**src/rtl/sccb_responder_if.sv**
```systemverilog
`default_nettype none
// ============================================================================
//  Module   : sccb_responder_if
//  Brief    : SCCB pad signals plus byte-wide register port of the responder.
//  Revision : 1.0
// ============================================================================
interface sccb_responder_if;
    logic       SIO_C;
    logic       SIO_D_IN;
    logic       SIO_D_OUT;
    logic       SIO_D_OE;
    logic [7:0] reg_addr;
    logic [7:0] reg_wdata;
    logic       reg_we;
    logic       reg_re;
    logic [7:0] reg_rdata;
    logic       busy;

    modport slave (
        input  SIO_C, SIO_D_IN, reg_rdata,
        output SIO_D_OUT, SIO_D_OE, reg_addr, reg_wdata, reg_we, reg_re, busy
    );

    modport master (
        output SIO_C, SIO_D_IN, reg_rdata,
        input  SIO_D_OUT, SIO_D_OE, reg_addr, reg_wdata, reg_we, reg_re, busy
    );
endinterface
`default_nettype wire

```
**src/rtl/sccb_responder.sv**
```systemverilog
`default_nettype none
// ============================================================================
//  Module   : sccb_responder
//  Brief    : Camera-side SCCB responder: 3/2-phase writes and 2-phase reads.
//  Revision : 1.0
// ============================================================================
module sccb_responder #(
    parameter logic [7:0] DEV_ID      = 8'h42,
    parameter int         SYNC_STAGES = 2
) (
    input  wire logic          XCLK,
    input  wire logic          RST,
    sccb_responder_if.slave    bus
);

    typedef enum logic [2:0] {
        S_IDLE   = 3'd0,
        S_ID     = 3'd1,
        S_SUB    = 3'd2,
        S_WDAT   = 3'd3,
        S_RDAT   = 3'd4,
        S_IGNORE = 3'd5
    } state_t;

    logic [SYNC_STAGES-1:0] r_c_sync;
    logic [SYNC_STAGES-1:0] r_d_sync;
    logic                   r_c_prev;
    logic                   r_d_prev;

    state_t     r_state;
    logic [3:0] r_bit_cnt;
    logic [7:0] r_shift;
    logic [7:0] r_tx;
    logic       r_oe;
    logic       r_out;
    logic [7:0] r_addr;
    logic [7:0] r_wdata;
    logic       r_we;
    logic       r_re;
    logic       r_busy;

    logic w_c;
    logic w_d;
    logic w_start;
    logic w_stop;
    logic w_scl_r;
    logic w_scl_f;

    // Sync flops idle high so reset release never fabricates a bus event.
    always_ff @(posedge XCLK or posedge RST) begin
        if (RST) begin
            r_c_sync <= '1;
            r_d_sync <= '1;
            r_c_prev <= 1'b1;
            r_d_prev <= 1'b1;
        end else begin
            r_c_sync <= {r_c_sync[SYNC_STAGES-2:0], bus.SIO_C};
            r_d_sync <= {r_d_sync[SYNC_STAGES-2:0], bus.SIO_D_IN};
            r_c_prev <= r_c_sync[SYNC_STAGES-1];
            r_d_prev <= r_d_sync[SYNC_STAGES-1];
        end
    end

    assign w_c     = r_c_sync[SYNC_STAGES-1];
    assign w_d     = r_d_sync[SYNC_STAGES-1];
    assign w_start = w_c &  r_c_prev &  r_d_prev & ~w_d;
    assign w_stop  = w_c &  r_c_prev & ~r_d_prev &  w_d;
    assign w_scl_r = w_c & ~r_c_prev;
    assign w_scl_f = ~w_c & r_c_prev;

    always_ff @(posedge XCLK or posedge RST) begin
        if (RST) begin
            r_state   <= S_IDLE;
            r_bit_cnt <= 4'd0;
            r_shift   <= 8'h00;
            r_tx      <= 8'h00;
            r_oe      <= 1'b0;
            r_out     <= 1'b1;
            r_addr    <= 8'h00;
            r_wdata   <= 8'h00;
            r_we      <= 1'b0;
            r_re      <= 1'b0;
            r_busy    <= 1'b0;
        end else begin
            r_we <= 1'b0;
            r_re <= 1'b0;
            if (r_re) begin
                r_tx <= bus.reg_rdata;
            end

            if (w_start) begin
                r_state   <= S_ID;
                r_bit_cnt <= 4'd0;
                r_busy    <= 1'b1;
                r_oe      <= 1'b0;
                r_out     <= 1'b1;
            end else if (w_stop) begin
                r_state   <= S_IDLE;
                r_bit_cnt <= 4'd0;
                r_busy    <= 1'b0;
                r_oe      <= 1'b0;
                r_out     <= 1'b1;
            end else begin
                case (r_state)
                    S_ID, S_SUB, S_WDAT: begin
                        if (w_scl_r) begin
                            if (r_bit_cnt != 4'd8) begin
                                r_shift   <= {r_shift[6:0], w_d};
                                r_bit_cnt <= r_bit_cnt + 4'd1;
                            end else begin
                                // X bit: the completed byte is acted on here.
                                r_bit_cnt <= 4'd0;
                                case (r_state)
                                    S_ID: begin
                                        if (r_shift == {DEV_ID[7:1], 1'b0}) begin
                                            r_state <= S_SUB;
                                        end else if (r_shift == {DEV_ID[7:1], 1'b1}) begin
                                            r_state <= S_RDAT;
                                            r_re    <= 1'b1;
                                        end else begin
                                            r_state <= S_IGNORE;
                                        end
                                    end
                                    S_SUB: begin
                                        r_addr  <= r_shift;
                                        r_state <= S_WDAT;
                                    end
                                    default: begin
                                        r_wdata <= r_shift;
                                        r_we    <= 1'b1;
                                        r_state <= S_IGNORE;
                                    end
                                endcase
                            end
                        end
                    end
                    S_RDAT: begin
                        // bit_cnt counts bits the master has sampled; 8 means X is next.
                        if (w_scl_f) begin
                            if (r_bit_cnt != 4'd8) begin
                                r_oe  <= 1'b1;
                                r_out <= r_tx[7];
                                r_tx  <= {r_tx[6:0], 1'b0};
                            end else begin
                                r_oe  <= 1'b0;
                                r_out <= 1'b1;
                            end
                        end else if (w_scl_r) begin
                            if (r_bit_cnt == 4'd8) begin
                                r_state   <= S_IGNORE;
                                r_bit_cnt <= 4'd0;
                            end else begin
                                r_bit_cnt <= r_bit_cnt + 4'd1;
                            end
                        end
                    end
                    S_IGNORE: begin
                        r_oe  <= 1'b0;
                        r_out <= 1'b1;
                    end
                    default: begin
                        r_state <= S_IDLE;
                        r_oe    <= 1'b0;
                        r_out   <= 1'b1;
                    end
                endcase
            end
        end
    end

    assign bus.SIO_D_OE  = r_oe;
    assign bus.SIO_D_OUT = r_out;
    assign bus.reg_addr  = r_addr;
    assign bus.reg_wdata = r_wdata;
    assign bus.reg_we    = r_we;
    assign bus.reg_re    = r_re;
    assign bus.busy      = r_busy;

endmodule
`default_nettype wire
```
**src/flat_wrapper.sv**
```systemverilog
// flat-port wrapper written by rule: the top's interface ports become plain ports
module sccb_responder_flat 
#(
    parameter logic [7:0] DEV_ID      = 8'h42,
    parameter int         SYNC_STAGES = 2
)
  (XCLK, RST, bus_SIO_C, bus_SIO_D_IN, bus_reg_rdata, bus_SIO_D_OUT, bus_SIO_D_OE, bus_reg_addr, bus_reg_wdata, bus_reg_we, bus_reg_re, bus_busy);
  sccb_responder_if bus_i ();
  input  wire logic XCLK;
  input  wire logic RST;
  input wire logic [$bits(bus_i.SIO_C)-1:0] bus_SIO_C;
  input wire logic [$bits(bus_i.SIO_D_IN)-1:0] bus_SIO_D_IN;
  input wire logic [$bits(bus_i.reg_rdata)-1:0] bus_reg_rdata;
  output wire logic [$bits(bus_i.SIO_D_OUT)-1:0] bus_SIO_D_OUT;
  output wire logic [$bits(bus_i.SIO_D_OE)-1:0] bus_SIO_D_OE;
  output wire logic [$bits(bus_i.reg_addr)-1:0] bus_reg_addr;
  output wire logic [$bits(bus_i.reg_wdata)-1:0] bus_reg_wdata;
  output wire logic [$bits(bus_i.reg_we)-1:0] bus_reg_we;
  output wire logic [$bits(bus_i.reg_re)-1:0] bus_reg_re;
  output wire logic [$bits(bus_i.busy)-1:0] bus_busy;
  assign bus_i.SIO_C = bus_SIO_C;
  assign bus_i.SIO_D_IN = bus_SIO_D_IN;
  assign bus_i.reg_rdata = bus_reg_rdata;
  assign bus_SIO_D_OUT = bus_i.SIO_D_OUT;
  assign bus_SIO_D_OE = bus_i.SIO_D_OE;
  assign bus_reg_addr = bus_i.reg_addr;
  assign bus_reg_wdata = bus_i.reg_wdata;
  assign bus_reg_we = bus_i.reg_we;
  assign bus_reg_re = bus_i.reg_re;
  assign bus_busy = bus_i.busy;
  sccb_responder #(.DEV_ID(DEV_ID), .SYNC_STAGES(SYNC_STAGES)) u_core (.XCLK(XCLK), .RST(RST), .bus(bus_i));
endmodule
```
**config.mk**
```make
export PLATFORM = sky130hd
export DESIGN_NAME = sccb_responder_flat
export DESIGN_NICKNAME = d
export VERILOG_FILES = /design/src/rtl/sccb_responder_if.sv /design/src/rtl/sccb_responder.sv /design/src/flat_wrapper.sv
export SDC_FILE = /design/constraint.sdc
export NUM_CORES = 1
export LEC_CHECK = 0
export ABC_AREA = 1
export CORE_MARGIN = 5
export CORE_UTILIZATION = 40
export DETAILED_ROUTE_END_ITERATION = 12
export HOLD_SLACK_MARGIN = 0.12
export SLEW_MARGIN = 20
export SYNTH_ARGS = -nofsm -noshare
export SYNTH_HDL_FRONTEND = slang
export SYNTH_SLANG_ARGS = --single-unit
```
**constraint.sdc**
```tcl
create_clock -name XCLK -period 2.2 [get_ports XCLK]
set_clock_uncertainty 0.2 [all_clocks]
set_input_delay 0.44 -clock XCLK [delete_from_list [all_inputs] [get_ports XCLK]]
set_output_delay 0.44 -clock XCLK [all_outputs]
set_load 0.01 [all_outputs]
```
# Yosys cells after proc, flatten, opt, wreduce, memory -nomap -nowiden
# Index checks and enable logic that the tools add are counted.
[totals]
register_bits = 50
input_bits = 12
[op_classes]
addsub = 1
n_eq_ne = 17
mux = 51
n_bitwise = 15
n_reduce_logical = 10
[op_table]
columns = ["op", "n"]
rows = [
  ["$mux W8", 6],
  ["$mux W4", 7],
  ["$mux W1", 25],
  ["$mux W3", 8],
  ["$reduce_and A6 Y1", 3],
  ["$eq A8 B7 Y1 const B", 2],
  ["$ne A4 B1 Y1 const B", 4],
  ["$pmux W3 S3", 1],
  ["$ne A4 B2 Y1 const B", 2],
  ["$not A1 Y1", 8],
  ["$pmux W4 S2", 1],
  ["$and A1 B1 Y1", 7],
  ["$eq A3 B2 Y1 const B", 2],
  ["$eq A3 B3 Y1 const B", 2],
  ["$ne A3 B1 Y1 const B", 2],
  ["$pmux W3 S2", 1],
  ["$reduce_and A5 Y1", 1],
  ["$add A4 B1 Y4 const B", 1],
  ["$eq A4 B4 Y1 const B", 1],
  ["$ne A4 B4 Y1 const B", 1],
  ["$pmux W1 S2", 2],
  ["$reduce_and A4 Y1", 1],
  ["$reduce_bool A4 Y1", 1],
  ["$eq A3 B1 Y1 const B", 1],
  ["other kinds (4)", 4],
]

# Depth between registers and ports, before layout
# Gate-level depths: netlist (run 1).
[logic_depth]
ltp_word = 9
depth_mapped = 10
ltp_nobuf = 10

# Worst setup path after synthesis (run 1)
# Ideal clock, no wire load.
[synth_timing]
path_kind = "reg2reg"
from = "register u_core.r_bit_cnt[0]"
to = "register u_core.r_addr[0], in the netlist u_core.bus.reg_addr[0]"
t_arrival_ns = 1.442
t_required_ns = 1.880
slack_ns = 0.438
path_stages_with_launch = 11
path_buffers = 1
synth_period_minus_slack_ns = 1.762
path_cell_list = "dfrtp_1 > inv_1 > ha_1 > nand2_1 > nor2_2 > inv_2 > nor2_4 > nand4_2 > buf_6 > nand2_1 > o21ai_2"
[synth_between]
elab_chain_cells = 3
[synth_rtl]
columns = ["item", "line", "rtl"]
rows = [
  ["from (decl)", "sccb_responder.sv:31", "logic [3:0] r_bit_cnt;"],
  ["from (signal assigned)", "sccb_responder.sv:109", "r_bit_cnt <= r_bit_cnt + 4'd1;"],
  ["from (signal assigned)", "sccb_responder.sv:153", "r_bit_cnt <= r_bit_cnt + 4'd1;"],
  ["$ne A4 B4 Y1", "sccb_responder.sv:107", "if (r_bit_cnt != 4'd8) begin"],
  ["$not A1 Y1 (no line)", "-", ""],
  ["$reduce_and A6 Y1 (no line)", "-", ""],
  ["to (signal assigned)", "sccb_responder.sv:125", "r_addr <= r_shift;"],
  ["to (decl)", "sccb_responder.sv:36", "logic [7:0] r_addr;"],
]
# No other way between the ends.
# A chain may end at the register's enable or synchronous reset.

# Worst setup path after layout (run 1)
[layout_timing]
from = "register u_core.r_bit_cnt[0]"
to = "register u_core.r_wdata[0], in the netlist u_core.bus.reg_wdata[0]"
[layout_between]
elab_chain_cells = 3
[layout_rtl]
columns = ["item", "line", "rtl"]
rows = [
  ["$ne A4 B4 Y1", "sccb_responder.sv:107", ""],
  ["$not A1 Y1 (no line)", "-", ""],
  ["$reduce_and A6 Y1 (no line)", "-", ""],
  ["to (signal assigned)", "sccb_responder.sv:129", "r_wdata <= r_shift;"],
  ["to (decl)", "sccb_responder.sv:37", "logic [7:0] r_wdata;"],
]
# No other way between the ends.

==> results of run 1 <==
-- report_power, final --
| part | internal, uW | switching (uW) |
|---|---|---|
| sequential | 1120 | 178 |
| combinational | 335 | 577 |
| clock | 340 | 291 |
-- synth_stat cells (all sizes together) --
master | number | share of area
nand2 | 78 | 0.13
dfrtp | 43 | 0.46
o21ai | 42 | 0.12
inv | 33 | 0.053
nor2 | 18 | 0.041
nand3 | 14 | 0.034
dfstp | 7 | 0.079
a21oi | 5 | 0.011
buf | 5 | 0.019
nand4 | 5 | 0.016
ha | 2 | 0.011
mux2i | 2 | 0.0086
nor3 | 2 | 0.0043
a31oi | 1 | 0.0027
and3 | 1 | 0.0032
clkbuf | 1 | 0.0016
nor4 | 1 | 0.0027
xor2 | 1 | 0.0038
-- per-layer routing --
| metal | vias to the layer above | global-route usage | share of wire |
|---|---|---|---|
| met5 | - | 0 | 0 |
| met4 | 0 | 0.0439 | 0.018 |
| met3 | 9 | 0.0399 | 0.051 |
| met2 | 27 | 0.218 | 0.46 |
| met1 | 797 | 0.176 | 0.47 |
| li1 | 904 | - | - |
-- flip-flops by register name, indices dropped and copies added (netlist names), 2 cells and up --
name,count
u_core.r_tx,8
u_core.r_shift,8
u_core.r_bit_cnt,4
u_core.r_c_sync,2
u_core.bus.reg_wdata,8
u_core.bus.reg_addr,8
u_core.r_d_sync,2
u_core.r_state,3
-- layout make-up --
cell class | count | area share
repair buffers | 37 | 0.130
well taps | 72 | 0.0317
multi-input cells | 172 | 0.314
inverters | 33 | 0.0436
flip-flops and latches | 50 | 0.443
clock buffers | 7 | 0.0269
clock inverters | 1 | 0.0106
-- how the worst max path moves through the flow --
stage	startpoint	endpoint	slack [ns]
after CTS	u_core.r_bit_cnt[0]	u_core.bus.reg_wdata[1]	0.16
after floorplan	RST	u_core.bus.SIO_D_OE	0.37
after detailed placement	u_core.r_bit_cnt[0]	u_core.bus.reg_wdata[3]	0.19
final	u_core.r_bit_cnt[0]	u_core.bus.reg_wdata[0]	0.18
after global placement	u_core.r_bit_cnt[0]	u_core.bus.reg_wdata[1]	0.26
after global routing	u_core.r_bit_cnt[0]	u_core.bus.reg_wdata[1]	0.05
-- cell families (layout without fill, tap and decap cells) --
logic type | count (synthesis) | in the layout | synth area share
muxes | 2 | 2 | 0.00862
adders and majority gates | 2 | 2 | 0.0108
xor gates and xnor gates | 1 | 1 | 0.00377
DFF | 50 | 50 | 0.543
buffers and inverters | 39 | 78 | 0.0738
AOI/OAI and AO/OA | 48 | 48 | 0.131
and+or+nand+nor | 119 | 119 | 0.229
-- per-stage QoR --
stage               std cells  setup slack [ns]
global placement          364             0.264
detailed placement        364             0.187
finish                    372             0.183
floorplan                 261             0.370
CTS                       372             0.161
global route              372            0.0498
==> flow_summary.ini, run 1 <==
[run_status]
outcome = completed

[detailed_routing]
vias = 1737
drt_iter0_drc = 92
wl_per_cell_um = 12.4
route.detailed.drc = 0
viasPerCell = 4.67
firstDrtPassIters = 4
ant_nets = 0
wl_mm = 4.60

[cts]
cts_sinks = 50
clk_pin_slew_worst_paths_ns = 0.09
clk_latency_ns = 0.30
postCtsSetupRepairBufs = 0
ctsResizeCount = 0
cts-buffers-inserted = 5
hold_buffers = 0
cts_root_buf = clkbuf_8
tritoncts = done
htreeDepth = 2
cts_buffer_depth = 2

[placement]
dpl_cell_area_um2 = 2740
io_buffers = 32
dp_hpwl_mm = 3.32
gp_congestion = 0.793

[pwr]
p_total_uw = 2850
powerDensity_nw_per_um2 = 1000
ir_worst_vdd_v = 0.000459
leakage_uw = 0.00137

[floorplan]
die_w_um = 86.2
core_um2 = 5570
floorplan.initialDensity = 0.417
row_count = 27
die-area_um2 = 7430
fp.dieH_um = 86.2
io-pin-count = 33

[finish]
syn_to_final_growth_pct = 22.4
multiInputGateArea_um2 = 891
n_fill_cell = 546
seq_area_um2 = 1260
layout-drive-gt1-share = 0.157
diodes = 0
finalInstanceArea_um2 = 2840
layout_commonest_cell = nand2_1
nets = 313
layout_common_cells = nand2_1 (77), dfrtp_1 (43), clkdlybuf4s50_1 (32)
fin_util = 0.510

[timing]
setup_violations = 0
max_freq_ghz = 0.496
worstMarginPinSlew_ns = 0.396
drv_slew = 0
layout_min_cycle_time_ns = 2.02
rsz0062_at_grt = no
hold_ws_ns = 0.154
final.setup.tns_ns = 0
fin_crit_sh = 0.917
hold_violations = 0
relSlewSlack = 0.736

[global_routing]
grt-ovfl-total = 0
antenna_found_initial = 0
grt_pass1_wl_mm = 8.12
grt_pass1_vias = 1727
grt_max_degree = 51
grt_usage = 0.136

[synth]
ys_seq_area_frac = 0.543
syn-cell-area_um2 = 2320
yosys_warnings = 0
avgSynthCellArea_um2 = 8.90
ys_seq_elements = 50
synth_cells = 261
synthDistinctLibCells = 27
synth_nets = 275

[worst_setup_path]
slowest_stage = dfrtp_1
timing.critical_path.mode_cell = nand2_1
r2r_start = u_core.r_bit_cnt[0]
crit_path_end_kind = flop
reg2reg_depth = 9
path_class = reg -> reg
worst-path-max-fanout = 17
r2r_end = u_core.bus.reg_wdata[0]
required_ns = 2.18
path_cells = inv_1, ha_1, nand2_1, nor2_2, inv_2, nor2_4, nand3_2, nand2_1, o21ai_2
start_kind = flop
rrSetupSlack_ns = 0.18
arrival_ns = 2.00
cpLargestDelayFamily = simple AND/OR/NAND/NOR gates
cp.depth = 9
max_stage_delay_ns = 0.43
crit_buf_inv = 2

[worst_hold_path]
holdCritStartpoint = u_core.r_c_sync[0]
min_path_cells = 0
hold-path-endpoint = u_core.r_c_sync[1]
hold_class = reg -> reg

[flow_run]
max_cap_viol_count = 0
Note: power is estimated with default switching activity, not from simulation.
==> inputs of run 2 (changes only) <==
Settings changed: ABC_AREA 1 to default.
==> run 2 against run 1 <==
- synthesized cell count down 33%
- global-route usage down 0.60 points
- setup slack worse by 0.0042 ns
- fmax decreased by 0.21%
- cell count shrank 23%
- final area fell by 4.8%
- clock power decreased by 16%
- wire length shrank 9.9%
- via count shrank 17%
- critical path depth fell by 3
- largest cell class unchanged
- largest power group unchanged
- highest routed layer unchanged
==> flow_summary.ini, run 2 <==
[synth]
avgSynthCellArea_um2 = 12.4
ys_seq_elements = 50
synthTopCellsByCount = dfrtp_1 (43), mux2_1 (18), nor2_1 (12), nand2_1 (10)
synth_cells = 176
yosys_warnings = 0
yosysMostFrequentCell = dfrtp_1
synth_flop_cell = dfrtp_1
synth-edff-count = 0
synthDistinctLibCells = 41
synthTopCellsByArea = dfrtp_1 (49%), mux2_1 (9.3%), dfstp_2 (8.4%), mux2i_1 (3.7%), mux2_2 (3.1%)
ys_async_sr_fraction = 1.00
synth_nets = 190
ys_seq_area_frac = 0.577
synth.largest_area_cell = dfrtp_1
yosysTopAreaCellShare = 0.493
syn-cell-area_um2 = 2180

[global_routing]
grt_pass1_wl_mm = 7.40
grt_max_degree = 26
antenna_found_initial = 0
grt_pass1_vias = 1554
grt_usage = 0.130
grt-ovfl-total = 0

[detailed_routing]
viasPerCell = 4.99
wl_per_cell_um = 14.4
vias = 1438
drt_iter0_drc = 59
route.detailed.drc = 0
wl_mm = 4.15
firstDrtPassIters = 4
ant_nets = 0

[timing]
relSlewSlack = 0.675
rsz0062_at_grt = no
setup_violations = 0
hold_violations = 0
fin_crit_sh = 0.919
layout_min_cycle_time_ns = 2.02
final.setup.tns_ns = 0
max_freq_ghz = 0.495
drv_slew = 0
worstMarginPinSlew_ns = 0.487

[worst_hold_path]
hold_class = reg -> reg

[placement]
io_buffers = 32
dp_hpwl_mm = 3.05
gp_congestion = 0.801

[cts]
cts_buffer_depth = 2
cts_sinks = 50
clk_pin_slew_worst_paths_ns = 0.08
cts-buffers-inserted = 5
cts_root_buf = clkbuf_8
hold_buffers = 0
ctsResizeCount = 0
tritoncts = done
htreeDepth = 2
postCtsSetupRepairBufs = 0
clk_latency_ns = 0.29

[floorplan]
fp.dieH_um = 83.9
row_count = 27
io-pin-count = 33
core_um2 = 5410
die-area_um2 = 7040
floorplan.initialDensity = 0.404
die_w_um = 83.9

[finish]
layout_commonest_cell = dfrtp_1
nets = 229
layout_common_cells = dfrtp_1 (43), clkdlybuf4s50_1 (32), mux2_1 (18)
syn_to_final_growth_pct = 23.9
diodes = 0
layout-drive-gt1-share = 0.162

[pwr]
leakage_uw = 0.00117
ir_worst_vdd_v = 0.000432
p_total_uw = 2340
powerDensity_nw_per_um2 = 866

[worst_setup_path]
start_kind = flop
path_class = reg -> reg
crit_path_end_kind = flop
arrival_ns = 2.00
required_ns = 2.18
worst-path-max-fanout = 9

[flow_run]
max_cap_viol_count = 0

[run_status]
outcome = completed
## run 2: cell types whose count changed after synthesis, moves of 4 or more
| cell | before | now |
|---|---|---|
| o21ai_2 | 17 | 0 |
| mux2_1 | 0 | 18 |
| mux2_2 | 0 | 6 |
| a21oi_1 | 5 | 9 |
| nand3_1 | 12 | 3 |
| mux2i_1 | 2 | 8 |
| o21ai_0 | 20 | 6 |
| nand2_1 | 77 | 10 |
| inv_1 | 32 | 9 |
## run 2: stage by stage
stage | setup slack (ns) | cells | area (um2) | hold WS (ns) | utilization
floorplan | 0.328 | 176 | 2180 | 0.145 | -
global placement | 0.230 | 280 | 2610 | 0.148 | 0.484
detailed placement | 0.138 | 280 | 2610 | 0.148 | 0.484
CTS | 0.138 | 288 | 2710 | 0.161 | 0.500
global route | 0.0473 | 288 | 2710 | 0.162 | 0.500
finish | 0.179 | 288 | 2710 | 0.161 | 0.500
## run 2: area by class of cell
class                           instances  area [um2]
Clock buffer                            7        86.3
Clock inverter                          1        5.00
Fill cell                             500        2700
Inverter                               10        37.5
Multi-Input combinational cell        110         848
Sequential cell                        50        1260
Tap cell                               72        90.1
Timing Repair Buffer                   38         378
## run 2: final timing paths
kind,from,to,slack (ns),cells after the start
setup reg to reg,u_core.r_bit_cnt[0],u_core.bus.reg_wdata[1],0.18,6
setup / recovery,u_core.r_bit_cnt[0],u_core.bus.reg_wdata[1],0.18,6
min in group asynchronous,RST,u_core.r_state[0],0.29,2
hold / removal,u_core.r_d_sync[0],u_core.r_d_sync[1],0.16,0
max in group asynchronous,RST,u_core.bus.reg_addr[4],1.01,3
hold reg to reg,u_core.r_d_sync[0],u_core.r_d_sync[1],0.16,0
## run 2: per-layer routing
layer  share of wire  track usage
met1            0.47        0.161
met2            0.47        0.213
met3           0.047       0.0326
met4           0.018       0.0556
met5               0            0
## run 2: worst max-delay path, stage by stage (launching register included)
cell	delay (ns)
dfrtp_1	0.43
inv_1	0.08
ha_1	0.18
nand3b_2	0.11
nor3_2	0.23
nand3_2	0.29
mux2_1	0.39
## run 2: logic make-up (layout without fill, tap and decap cells)
family	after synthesis	in the layout	synth area share
AOI/OAI and AO/OA	29	29	0.0934
xor gates and xnor gates	2	2	0.00802
muxes	32	32	0.160
DFF	50	50	0.577
adders and majority gates	2	2	0.0115
buffers and inverters	16	56	0.0344
and+or+nand+nor	45	45	0.115
## run 2: power by group
| part | total (uW) | switching (uW) | internal, uW |
|---|---|---|---|
| registers | 1250 | 179 | 1070 |
| logic | 566 | 271 | 295 |
| clock network | 530 | 276 | 254 |
| total | 2340 | 727 | 1620 |
==> inputs of run 3 (changes only) <==
Settings changed: DONT_BUFFER_PORTS from default to 1, GPL_ROUTABILITY_DRIVEN from default to 1.
==> run 3 against run 2 <==
- wire length fell by 9.4%
- critical path depth did not move
- largest power group unchanged
- core utilization fell by 5.2 points
==> flow_summary.ini, run 3 (same netlist as run 2, synthesis figures left out) <==
[run_status]
outcome = completed

[cts]
cts_root_buf = clkbuf_8
tritoncts = done
postCtsSetupRepairBufs = 0
clk_latency_ns = 0.30
cts-buffers-inserted = 5
htreeDepth = 2
clk_pin_slew_worst_paths_ns = 0.09
cts_sinks = 50
cts_buffer_depth = 2

[worst_setup_path]
worst-path-max-fanout = 9
cpLargestDelayFamily = simple AND/OR/NAND/NOR gates
path_class = reg -> reg
arrival_ns = 1.98
required_ns = 2.18
r2r_start = u_core.r_bit_cnt[0]
max_stage_delay_ns = 0.42
path_cells = inv_1, ha_1, nand3b_2, nor3_2, nand3_2, mux2_1
slowest_stage = dfrtp_1
crit_buf_inv = 1
start_kind = flop
setup.worst_path.start = u_core.r_bit_cnt[0]
crit_path_end_kind = flop

[finish]
layout_commonest_cell = dfrtp_1
layout-drive-gt1-share = 0.184
layout_common_cells = dfrtp_1 (43), mux2_1 (18), nor2_1 (12)
syn_to_final_growth_pct = 11.1
diodes = 0
nets = 198

[floorplan]
die_w_um = 83.9
io-pin-count = 33
die-area_um2 = 7040
floorplan.initialDensity = 0.404
fp.dieH_um = 83.9
row_count = 27
core_um2 = 5410

[detailed_routing]
wl_per_cell_um = 14.6
drt_iter0_drc = 74
wl_mm = 3.76
vias = 1301
firstDrtPassIters = 4
ant_nets = 0
route.detailed.drc = 0
viasPerCell = 5.06

[timing]
setup_violations = 0
layout_min_cycle_time_ns = 2.00
fin_ws_ns = 0.202
drv_slew = 0
worstMarginPinSlew_ns = 0.487
fin_crit_sh = 0.908
max_freq_ghz = 0.500
hold_ws_ns = 0.129
hold_violations = 0
rsz0062_at_grt = no
relSlewSlack = 0.676
final.setup.tns_ns = 0

[pwr]
ir_worst_vdd_v = 0.000425
powerDensity_nw_per_um2 = 994
p_total_uw = 2410
leakage_uw = 0.00107

[flow_run]
max_cap_viol_count = 0

[worst_hold_path]
hold_class = in -> reg
holdCritStartpoint = bus_reg_rdata[0]

[global_routing]
grt_pass1_vias = 1395
antenna_found_initial = 0
grt_pass1_wl_mm = 6.76
grt_usage = 0.116
grt_max_degree = 51
grt-ovfl-total = 0

[placement]
dp_hpwl_mm = 2.76
dp_slack_ns = 0.173
gp_congestion = 0.801
io_buffers = 0
-- run 3: cell types whose count changed in the layout (fill, tap and decap cells not counted), sizes merged --
cell	change
dlygate4sd3	+3
clkbuf	-2
buf	-2
inv	+1
bufinv	+1
clkdlybuf4s50	-32
-- run 3: path summary, 6_finish.rpt --
kind	endpoint	cells after the start	slack (ns)
min in group asynchronous	u_core.bus.reg_addr[4]	3	0.43
setup reg to reg	u_core.bus.reg_wdata[4]	6	0.20
hold reg to reg	u_core.r_d_sync[1]	0	0.16
max in group asynchronous	u_core.r_d_sync[0]	3	1.08
setup / recovery	u_core.bus.reg_wdata[4]	6	0.20
hold / removal	u_core.r_tx[0]	2	0.13
-- run 3: metal layers --
layer	vias to the layer above	GRT usage	part of all wire
met5	-	0	0
met4	0	0.0219	0
met3	0	0.0464	0.077
met2	39	0.201	0.50
met1	626	0.137	0.42
li1	636	-	-
-- run 3: through the flow --
| stage | util | instances | instance area (um2) |
|---|---|---|---|
| CTS | 0.449 | 257 | 2420 |
| global route | 0.449 | 257 | 2420 |
| detailed placement | 0.422 | 246 | 2280 |
| finish | 0.449 | 257 | 2420 |
| floorplan | - | 176 | 2180 |
| global placement | 0.422 | 246 | 2280 |
-- run 3: where the power goes --
group | leakage (uW) | total [uW] | switching [uW] | internal [uW]
logic | 0.000398 | 520 | 249 | 271
clock network | 0.0000587 | 646 | 302 | 345
registers | 0.000610 | 1240 | 175 | 1070
total | 0.00107 | 2410 | 726 | 1680
-- run 3: timing repair --
item / 4_1_cts / 5_1_grt
resized for setup: 0 / 0
hold buffers: 3 / 0
hold endpoints to repair: 45 / 0
-- run 3: cell type report --
type / count / area (um2)
clock buffer: 5 / 68.8
timing repair buffer: 7 / 72.6
tap: 72 / 90.1
inverter: 10 / 37.5
clock inverter: 3 / 47.5
multi-input combinational: 110 / 848
fill: 519 / 2980
sequential: 50 / 1260
